### src/rtl/dmem_lsu_pkg.sv
// Shared types for the MEM-stage load/store unit: FSM states, access sizes,
// RISC-V load/store funct3 encodings and lane-mask helpers.
package lsu_types;

  typedef enum logic [1:0] {IDLE, ACCESS, DONE} lsu_state_t;

  typedef enum logic [1:0] {
    BYTE   = 2'd0,
    HALF   = 2'd1,
    WORD   = 2'd2,
    DOUBLE = 2'd3
  } mem_size_t;

  typedef enum logic [2:0] {
    F3_LB  = 3'b000,
    F3_LH  = 3'b001,
    F3_LW  = 3'b010,
    F3_LD  = 3'b011,
    F3_LBU = 3'b100,
    F3_LHU = 3'b101,
    F3_LWU = 3'b110
  } load_funct3_t;

  typedef enum logic [2:0] {
    F3_SB = 3'b000,
    F3_SH = 3'b001,
    F3_SW = 3'b010,
    F3_SD = 3'b011
  } store_funct3_t;

  // Unsupported encodings collapse to a full-XLEN access; zero- vs sign-extension
  // is then irrelevant because nothing is extended.
  function automatic mem_size_t decode_size(input logic [2:0] funct3, input int unsigned xlen);
    if (funct3 == 3'b111)                     return (xlen == 64) ? DOUBLE : WORD;
    if (funct3[1:0] == 2'b11 && xlen == 32)   return WORD;
    return mem_size_t'(funct3[1:0]);
  endfunction

  function automatic logic [7:0] size_mask(input mem_size_t size);
    case (size)
      BYTE:    return 8'h01;
      HALF:    return 8'h03;
      WORD:    return 8'h0F;
      default: return 8'hFF;
    endcase
  endfunction

  // Offset bits that must be zero for a naturally aligned access.
  function automatic logic [2:0] align_mask(input mem_size_t size);
    case (size)
      BYTE:    return 3'b000;
      HALF:    return 3'b001;
      WORD:    return 3'b011;
      default: return 3'b111;
    endcase
  endfunction

endpackage

### src/rtl/dmem_lsu_if.sv
// Cache-style data-memory request/response bus between the LSU (master)
// and the data memory (slave). Requests are held until dmem_resp.
interface dmem_lsu_if #(
  parameter int XLEN   = 32,
  parameter int ADDR_W = 32
) ();
  localparam int BE_W = XLEN / 8;

  logic              dmem_read;
  logic              dmem_write;
  logic [ADDR_W-1:0] dmem_address;
  logic [XLEN-1:0]   dmem_wdata;
  logic [BE_W-1:0]   dmem_byte_enable;
  logic [XLEN-1:0]   dmem_rdata;
  logic              dmem_resp;

  modport master (
    output dmem_read, dmem_write, dmem_address, dmem_wdata, dmem_byte_enable,
    input  dmem_rdata, dmem_resp
  );

  modport slave (
    input  dmem_read, dmem_write, dmem_address, dmem_wdata, dmem_byte_enable,
    output dmem_rdata, dmem_resp
  );
endinterface

### src/rtl/dmem_lsu_load_align.sv
// Load data alignment: shifts the addressed lane down, truncates to the access
// size and sign- or zero-extends to XLEN. Purely combinational.
module lsu_load_align
  import lsu_types::*;
#(
  parameter  int XLEN  = 32,
  localparam int BE_W  = XLEN / 8,
  localparam int OFF_W = $clog2(BE_W)
) (
  input  logic [XLEN-1:0]  rdata_i,
  input  logic [OFF_W-1:0] offset_i,
  input  logic [2:0]       funct3_i,
  output logic [XLEN-1:0]  result_o
);

  mem_size_t       size;
  logic [6:0]      nbits;
  logic [XLEN-1:0] shifted;
  logic [XLEN-1:0] keep;
  logic [XLEN-1:0] top;
  logic            sign;

  // NOTE: every signal assigned here gets a value on every path, so no latch is inferred.
  always_comb begin
    size     = decode_size(funct3_i, XLEN);
    nbits    = 7'd8 << size;
    shifted  = rdata_i >> {offset_i, 3'b000};
    keep     = ~({XLEN{1'b1}} << nbits);
    top      = keep & ~(keep >> 1);
    sign     = ~funct3_i[2] & (|(shifted & top));
    result_o = (shifted & keep) | ({XLEN{sign}} & ~keep);
  end

endmodule

### src/rtl/dmem_lsu.sv
// MEM-stage load/store unit: registered, handshaked access to a cache-style data
// memory with pipeline stall. Optional macro DMEM_LSU_MISALIGN_TRAP_EN.
module dmem_lsu
  import lsu_types::*;
#(
  parameter  int XLEN   = 32,
  parameter  int ADDR_W = 32,
  localparam int BE_W   = XLEN / 8
) (
  input  logic              clk,
  input  logic              rst,
  input  logic              req_valid,
  input  logic              req_load,
  input  logic              req_store,
  input  logic [2:0]        req_funct3,
  input  logic [ADDR_W-1:0] req_addr,
  input  logic [XLEN-1:0]   req_wdata,
  output logic              stall,
  output logic              done,
  output logic [XLEN-1:0]   load_data,
  output logic              misaligned,
  dmem_lsu_if.master        dmem
);

  localparam int OFF_W = $clog2(BE_W);
`ifdef DMEM_LSU_MISALIGN_TRAP_EN
  localparam bit TRAP_EN = 1'b1;
`else
  localparam bit TRAP_EN = 1'b0;
`endif

  lsu_state_t        state_q;
  logic              read_q, write_q, done_q, mis_q, is_load_q;
  logic [ADDR_W-1:0] addr_q;
  logic [XLEN-1:0]   wdata_q, load_data_q;
  logic [BE_W-1:0]   be_q;
  logic [OFF_W-1:0]  offset_q;
  logic [2:0]        funct3_q;

  logic              req, is_store, misaligned_req, trap;
  logic [OFF_W-1:0]  offset_d;
  mem_size_t         size_d;
  logic [ADDR_W-1:0] addr_d;
  logic [XLEN-1:0]   wdata_d;
  logic [BE_W-1:0]   be_d;
  logic [XLEN-1:0]   load_aligned;

  assign req            = req_valid & (req_load | req_store);
  assign is_store       = req_store;
  assign offset_d       = req_addr[OFF_W-1:0];
  assign size_d         = decode_size(req_funct3, XLEN);
  assign addr_d         = {req_addr[ADDR_W-1:OFF_W], {OFF_W{1'b0}}};
  assign wdata_d        = req_wdata << {offset_d, 3'b000};
  // Lanes shifted past the top of the word are dropped.
  assign be_d           = BE_W'({8'h00, size_mask(size_d)} << offset_d);
  assign misaligned_req = |(3'(offset_d) & align_mask(size_d));
  assign trap           = TRAP_EN && misaligned_req;

  lsu_load_align #(.XLEN(XLEN)) u_load_align (
    .rdata_i  (dmem.dmem_rdata),
    .offset_i (offset_q),
    .funct3_i (funct3_q),
    .result_o (load_aligned)
  );

  // NOTE: sequential state uses non-blocking assignments so every register samples pre-edge values.
  always_ff @(posedge clk) begin
    if (rst) begin
      state_q     <= IDLE;
      read_q      <= 1'b0;
      write_q     <= 1'b0;
      done_q      <= 1'b0;
      mis_q       <= 1'b0;
      is_load_q   <= 1'b0;
      addr_q      <= '0;
      wdata_q     <= '0;
      be_q        <= '0;
      offset_q    <= '0;
      funct3_q    <= '0;
      load_data_q <= '0;
    end else begin
      unique case (state_q)
        IDLE: if (req) begin
          addr_q    <= addr_d;
          wdata_q   <= wdata_d;
          be_q      <= be_d;
          offset_q  <= offset_d;
          funct3_q  <= req_funct3;
          is_load_q <= ~is_store;
          if (trap) begin
            state_q     <= DONE;
            done_q      <= 1'b1;
            mis_q       <= 1'b1;
            load_data_q <= '0;
          end else begin
            state_q <= ACCESS;
            read_q  <= ~is_store;
            write_q <= is_store;
          end
        end
        ACCESS: if (dmem.dmem_resp) begin
          read_q  <= 1'b0;
          write_q <= 1'b0;
          done_q  <= 1'b1;
          state_q <= DONE;
          if (is_load_q) load_data_q <= load_aligned;
        end
        DONE: begin
          done_q  <= 1'b0;
          mis_q   <= 1'b0;
          state_q <= IDLE;
        end
        default: state_q <= IDLE;
      endcase
    end
  end

  assign stall      = ~rst & (((state_q == IDLE) & req) | (state_q == ACCESS));
  assign done       = done_q;
  assign misaligned = mis_q;
  assign load_data  = load_data_q;

  assign dmem.dmem_read        = read_q;
  assign dmem.dmem_write       = write_q;
  assign dmem.dmem_address     = addr_q;
  assign dmem.dmem_wdata       = wdata_q;
  assign dmem.dmem_byte_enable = be_q;

endmodule

### src/flat_wrapper.sv
// flat-port wrapper written by rule: the top's interface ports become plain ports
module dmem_lsu_flat import lsu_types::*;
#(
  parameter  int XLEN   = 32,
  parameter  int ADDR_W = 32,
  localparam int BE_W   = XLEN / 8
)
  (clk, rst, req_valid, req_load, req_store, req_funct3, req_addr, req_wdata, stall, done, load_data, misaligned, dmem_dmem_read, dmem_dmem_write, dmem_dmem_address, dmem_dmem_wdata, dmem_dmem_byte_enable, dmem_dmem_rdata, dmem_dmem_resp);
  dmem_lsu_if #(.XLEN(XLEN), .ADDR_W(ADDR_W)) dmem_i ();
  input  logic clk;
  input  logic rst;
  input  logic req_valid;
  input  logic req_load;
  input  logic req_store;
  input  logic [2:0] req_funct3;
  input  logic [ADDR_W-1:0] req_addr;
  input  logic [XLEN-1:0] req_wdata;
  output logic stall;
  output logic done;
  output logic [XLEN-1:0] load_data;
  output logic misaligned;
  output wire logic [$bits(dmem_i.dmem_read)-1:0] dmem_dmem_read;
  output wire logic [$bits(dmem_i.dmem_write)-1:0] dmem_dmem_write;
  output wire logic [$bits(dmem_i.dmem_address)-1:0] dmem_dmem_address;
  output wire logic [$bits(dmem_i.dmem_wdata)-1:0] dmem_dmem_wdata;
  output wire logic [$bits(dmem_i.dmem_byte_enable)-1:0] dmem_dmem_byte_enable;
  input wire logic [$bits(dmem_i.dmem_rdata)-1:0] dmem_dmem_rdata;
  input wire logic [$bits(dmem_i.dmem_resp)-1:0] dmem_dmem_resp;
  assign dmem_dmem_read = dmem_i.dmem_read;
  assign dmem_dmem_write = dmem_i.dmem_write;
  assign dmem_dmem_address = dmem_i.dmem_address;
  assign dmem_dmem_wdata = dmem_i.dmem_wdata;
  assign dmem_dmem_byte_enable = dmem_i.dmem_byte_enable;
  assign dmem_i.dmem_rdata = dmem_dmem_rdata;
  assign dmem_i.dmem_resp = dmem_dmem_resp;
  dmem_lsu #(.XLEN(XLEN), .ADDR_W(ADDR_W)) u_core (.clk(clk), .rst(rst), .req_valid(req_valid), .req_load(req_load), .req_store(req_store), .req_funct3(req_funct3), .req_addr(req_addr), .req_wdata(req_wdata), .stall(stall), .done(done), .load_data(load_data), .misaligned(misaligned), .dmem(dmem_i));
endmodule
### config.mk
export PLATFORM = sky130hd
export DESIGN_NAME = dmem_lsu_flat
export DESIGN_NICKNAME = d
export VERILOG_FILES = /design/src/rtl/dmem_lsu_pkg.sv /design/src/rtl/dmem_lsu_if.sv /design/src/rtl/dmem_lsu_load_align.sv /design/src/rtl/dmem_lsu.sv /design/src/flat_wrapper.sv
export SDC_FILE = /design/constraint.sdc
export NUM_CORES = 1
export LEC_CHECK = 0
export CAP_MARGIN = 15
export CORE_MARGIN = 2
export CORE_UTILIZATION = 56
export CTS_CLUSTER_SIZE = 10
export DETAILED_ROUTE_END_ITERATION = 12
export DONT_BUFFER_PORTS = 1
export GPL_TIMING_DRIVEN = 0
export PLACE_DENSITY = 0.71
export SLEW_MARGIN = 20
export SYNTH_ARGS = -nofsm -noshare
export SYNTH_HDL_FRONTEND = slang
export SYNTH_SLANG_ARGS = --single-unit
### constraint.sdc
create_clock -name clk -period 1.85 [get_ports clk]
set_input_delay 0.0925 -clock clk [delete_from_list [all_inputs] [get_ports clk]]
set_output_delay 0.0925 -clock clk [all_outputs]
set_load 0.005 [all_outputs]
**Yosys cells after proc, flatten, opt, wreduce, memory -nomap -nowiden**

Index checks and enable logic that the tools add are counted.
W data, S select, Z words.

- Flip-flop bits (word level): 109
- Input port bits: 105

- Reductions and logical operators: 10
- Mux-type cells: 25
- Equality and inequality tests: 10
- Shift operators: 5
- Bitwise logic cells: 17

Operators with widths:

| cell | number |
|---|---|
| $and A32 B32 Y32 | 4 |
| $not A32 Y32 | 2 |
| $not A31 Y32 | 1 |
| $or A32 B32 Y32 | 1 |
| $reduce_or A32 Y1 | 1 |
| $shl A32 B5 Y32 | 1 |
| $shl A32 B7 Y32 const A | 1 |
| $shr A32 B5 Y32 | 1 |
| $pmux W8 S3 | 1 |
| $mux W2 | 10 |
| $mux W1 | 10 |
| $eq A2 B2 Y1 const B | 4 |
| $shl A8 B2 Y4 | 1 |
| $shl A4 B2 Y7 const A | 1 |
| $eq A3 B3 Y1 const B | 2 |
| $pmux W1 S2 | 3 |
| $reduce_and A2 Y1 | 3 |
| $reduce_and A3 Y1 | 2 |
| $and A1 B1 Y1 | 4 |
| $eq A2 B1 Y1 const B | 2 |
| $logic_not A2 Y1 | 2 |
| $pmux W2 S2 | 1 |
| $reduce_bool A2 Y1 | 2 |
| $not A1 Y1 | 3 |
| other kinds (3) | 4 |

**Logic depth before layout (Yosys ltp)**

- Depth in word-level cells: 15
- Depth in mapped cells: 7

**Cells and area by module**

Synthesis repeated with hierarchy kept, for this count alone.

- Cell total of the unflattened synthesis: 652
- Area, all modules: 5412.7 µm²

By module, submodules not included:

| module | cells each | times used | seq. area each (µm²) | area each (µm²) |
|---|---|---|---|---|
| dmem_lsu | 533 | 1 | 2182.1 | 4535.6 |
| lsu_load_align | 119 | 1 | 0.0 | 877.1 |

**Worst setup path after synthesis**

No wires, ideal clock.

- Path kind: reg-to-reg
- Start: reg u_core.state_q[0]
- End: reg u_core.load_data_q[31], in the netlist u_core.load_data[31]
- Slack: 0.163 ns
- Data arrival time: 1.616 ns
- Period minus slack after synthesis: 1.687 ns
- Path buffers: 2
- Cell stages (with the launch flop): 7
- Path through: dfxtp_1 buf_4 nand3_1 or3_1 a2111oi_4 buf_6 o21bai_1

- Word-level cells in the longest chain between the ends: 2

RTL lines:

| what | line | source |
|---|---|---|
| start: declaration | dmem_lsu.sv:32 | `lsu_state_t state_q;` |
| start signal: assignment | dmem_lsu.sv:69 | `state_q <= IDLE;` |
| start signal: assignment | dmem_lsu.sv:91 | `state_q <= DONE;` |
| start signal: assignment | dmem_lsu.sv:96 | `state_q <= ACCESS;` |
| $eq A2 B1 Y1 | dmem_lsu.sv:82 | `unique case (state_q)` |
| $reduce_and A3 Y1 (no source line) | n/a |  |
| end signal: assignment | dmem_lsu.sv:106 | `if (is_load_q) load_data_q <= load_aligned;` |
| end: declaration | dmem_lsu.sv:35 | `logic [XLEN-1:0] wdata_q, load_data_q;` |

No other way between the ends.
A chain may end at the register's enable or synchronous reset.

**Final worst setup path**

- Start: reg u_core.offset_q[0]
- End: reg u_core.load_data_q[17], in the netlist u_core.load_data[17]

- Word-level cells in the longest chain between the ends: 6
- Elaborated cells on any way between the ends: 7
- Those cells by class: shift (1); bitwise (5); reduce/logical (1)

RTL lines:

| what | line | source |
|---|---|---|
| start: declaration | dmem_lsu.sv:37 | `logic [OFF_W-1:0] offset_q;` |
| start signal: assignment | dmem_lsu.sv:87 | `offset_q <= offset_d;` |
| $shr A32 B5 Y32 (*) | dmem_lsu_load_align.sv:27 | `shifted = rdata_i >> {offset_i, 3'b000};` |
| $and A32 B32 Y32 | dmem_lsu_load_align.sv:30 | `sign = ~funct3_i[2] & (\|(shifted & top));` |
| $reduce_or A32 Y1 | dmem_lsu_load_align.sv:30 |  |
| $and A1 B1 Y1 | dmem_lsu_load_align.sv:30 |  |
| $and A32 B32 Y32 | dmem_lsu_load_align.sv:31 | `result_o = (shifted & keep) \| ({XLEN{sign}} & ~keep);` |
| $or A32 B32 Y32 (*) | dmem_lsu_load_align.sv:31 |  |

Every way passes the cells marked *; elsewhere a longest branch is shown, timed or not.

==> reports/results.ini <==
[worst_setup_path]
setup.worst_path.start=u_core.offset_q[0]
cp_num_buf_inv=2
crit_type=reg2reg
slowest_stage=dlygate4sd3_1
crit_path_max_fanout=10
r2r_start=u_core.offset_q[0]
cp.required_ps=2130
end_kind=flip-flop
cp_cell_sequence=buf_6 -> mux2_2 -> dlygate4sd3_1 -> a221o_1
slowest_delay_ps=550
path_delay_family=buffers and inverters
startpoint_type=flip-flop
worstPathArrival_ps=2080

[timing]
rsz0062_at_grt=no
timing.final.ws_setup_ps=44.69
clock_skew_ps=8.672
period_needed_ps=1805
slew_headroom=0.5419
worst_slew_pin_slew_ps=684.7
clock.fmax_ghz=0.5539
finalSetupViolations=0
min_period_over_period=0.9758
finalHoldViolations=0
slew_violations=0
timing.hold.ws_ps=13.08
tns_ps=0

[power_and_ir_drop]
power_switching_mw=1.392
pwr-share-comb=0.145
irDropWorstVdd_mv=0.4853
power_frac_clock=0.324
cellPowerDensity_mw_per_mm2=839.5
internal_power_mw=3.418
switching_share=0.2894
power_leakage_nw=2.105
p_seq_frac=0.530

[job]
max-cap-violations=0

[cells_and_area]
syn2layout_area_growth_pct=20.75
n_antenna_cell=0
fin_util=0.6973
nets=738
final_area_mm2=0.005729
drive_above_1_share=0.1066

[floorplanning]
die_h_um=96.05
row_count=33
die_area_mm2=0.009225
ios=210
placeableCoreArea_mm2=0.008217
die_w_um=96.05
initial_utilization=0.5774

[clock_tree]
cts_inserted_buffers=9
cts_tree=done
cts_max_level=3
clk_latency_ps=380
cts_root_buf=clkbuf_8
path_clk_slew_ps=110
clock-sinks=109
cts_buffer_depth=2

[yosys]
synth_seq_cells=109
synth_top_area_share=0.4599
yosys.area.top_type=dfxtp_1
synthDistinctLibCells=34
postSynthAreaPerCell_um2=8.427
synthTopCellsByArea=dfxtp_1, nand2_1, a21oi_1
yosys_warnings=0
seq_area_frac_synth=0.4599
netlist_area_mm2=0.004745
syn-instance-count=563

[placed_design]
place_ws_ps=-179.2
place_congestion=0.9645
hpwl_mm=10.28
io_buffer_count=0
placed_area_mm2=0.004883

[global_routing]
grt_max_degree=21
track_usage=0.3103
antenna_found_initial=0
grt_overflow_total=0
grt_pass1_wl_mm=21.65
first_global_vias=3994

[route]
antenna_left=0
drtPass1Iterations=5
dr_total_vias=4473
wirelength_mm=14.81
drt_iter0_drc=291
drc_errors=0
vias_per_cell=6.020
avgRoutedWirePerCell_um=19.93

[min_path]
holdCritStartpoint=dmem_dmem_rdata[20]
hold_path.class=in2reg

[run_status]
status=finished, final reports clean

[repair_timing]
item	in CTS	in global routing
pin swaps	1	0
buffers inserted	1	0
hold buffers	53	4
endpoints found under the hold margin	65	2
gates resized for setup	9	16
setup endpoints to repair	66	53
[through the flow]
stage	total power [mW]	cells
after floorplan	3.012	565
after global placement	3.148	670
after detailed placement	3.165	670
after CTS	4.787	739
after global routing	4.998	743
final	4.810	743
[state kept, by name, indices dropped and copies added, names as in the netlist, 2 cells and up]
signal and flops:
u_core.dmem.dmem_wdata 32, u_core.load_data 32, u_core.dmem.dmem_address 30, u_core.dmem.dmem_byte_enable 4, u_core.funct3_q 3, u_core.offset_q 2
u_core.state_q 2
[metal layers]
layer | GRT usage | routed length, um | up-vias
met4 | 0.09881 | 242 | 0
met2 | 0.4959 | 7067 | 256
met1 | 0.4092 | 5964 | 2097
met5 | 0 | 0 | -
li1 | - | - | 2103
met3 | 0.08144 | 1537 | 17
[area by class of cell]
type                    instances  area, um^2
fillers                       716        2487
multi-input cells             403        2366
flip-flops and latches        109        2182
repair buffers                 58       578.1
plain buffers                  49       242.7
well taps                     105       131.4
clock buffers                   9       123.9
clock inverters                 7       93.84
inverters                       3       11.26
[Yosys cell counts]
| cell | instances |
|---|---|
| nand3b_1 | 1 |
| nand3_1 | 11 |
| buf_1 | 2 |
| a21o_1 | 1 |
| inv_1 | 2 |
| buf_6 | 2 |
| buf_4 | 4 |
| mux2_2 | 16 |
| a221o_1 | 15 |
| nor2b_1 | 2 |
| clkinv_1 | 1 |
| nand4b_1 | 1 |
| nor2_1 | 36 |
| mux2i_1 | 34 |
| o2bb2ai_1 | 7 |
| mux4_2 | 1 |
| buf_2 | 9 |
| dfxtp_1 | 109 |
| nand2_1 | 123 |
| a21boi_0 | 1 |
| nand2b_1 | 3 |
| conb_1 | 1 |
| a21oi_1 | 84 |
| o32a_1 | 1 |
| o211ai_1 | 15 |
| or2_2 | 1 |
| a2111oi_4 | 1 |
| a211oi_1 | 10 |
| o21ai_1 | 2 |
| nor3_1 | 21 |
| clkbuf_1 | 33 |
| nand2_2 | 1 |
| or3_1 | 11 |
| o21bai_1 | 1 |
[power by group through the flow]
stage | clock network, mW | logic, mW | registers (mW)
4_1_cts | 1.57 | 0.665 | 2.55
3_3_place_gp | 0 | 0.548 | 2.60
2_1_floorplan | 0 | 0.440 | 2.57
5_1_grt | 1.67 | 0.764 | 2.56
3_5_place_dp | 0 | 0.563 | 2.60
6_report | 1.56 | 0.699 | 2.55
[worst register-to-register path, stage by stage, from the launching register on]
cell and delay [ps]:
dfxtp_1 340, buf_6 150, mux2_2 360, dlygate4sd3_1 550, a221o_1 310
[cells in the final DEF (no fill, tap or decap), types with 16 or more instances in the layout]
cell,n
dlygate4sd3_1,57
nor2_1,34
nor3_1,19
clkbuf_1,24
a21oi_1,84
dfxtp_1,109
nand2_1,123
mux2_2,16
mux2i_1,34
[logic make-up after synthesis]
kind of cell	after synthesis	share of synthesized area
flip-flops	109	0.4599
buffers and inverters	53	0.05063
other	1	0.0007904
AO/OA/AOI/OAI	138	0.1875
AND/OR/NAND/NOR	211	0.1867
multiplexers	51	0.1145
[final timing paths]
kind              slack, ps                         end  cells past startpoint
setup / recovery         40        u_core.load_data[17]                      4
hold / removal           10        u_core.load_data[20]                      2
setup reg to reg         40        u_core.load_data[17]                      4
hold reg to reg         480  u_core.dmem.dmem_wdata[13]                      2
No activity file was read; power rests on OpenSTA's default activity.
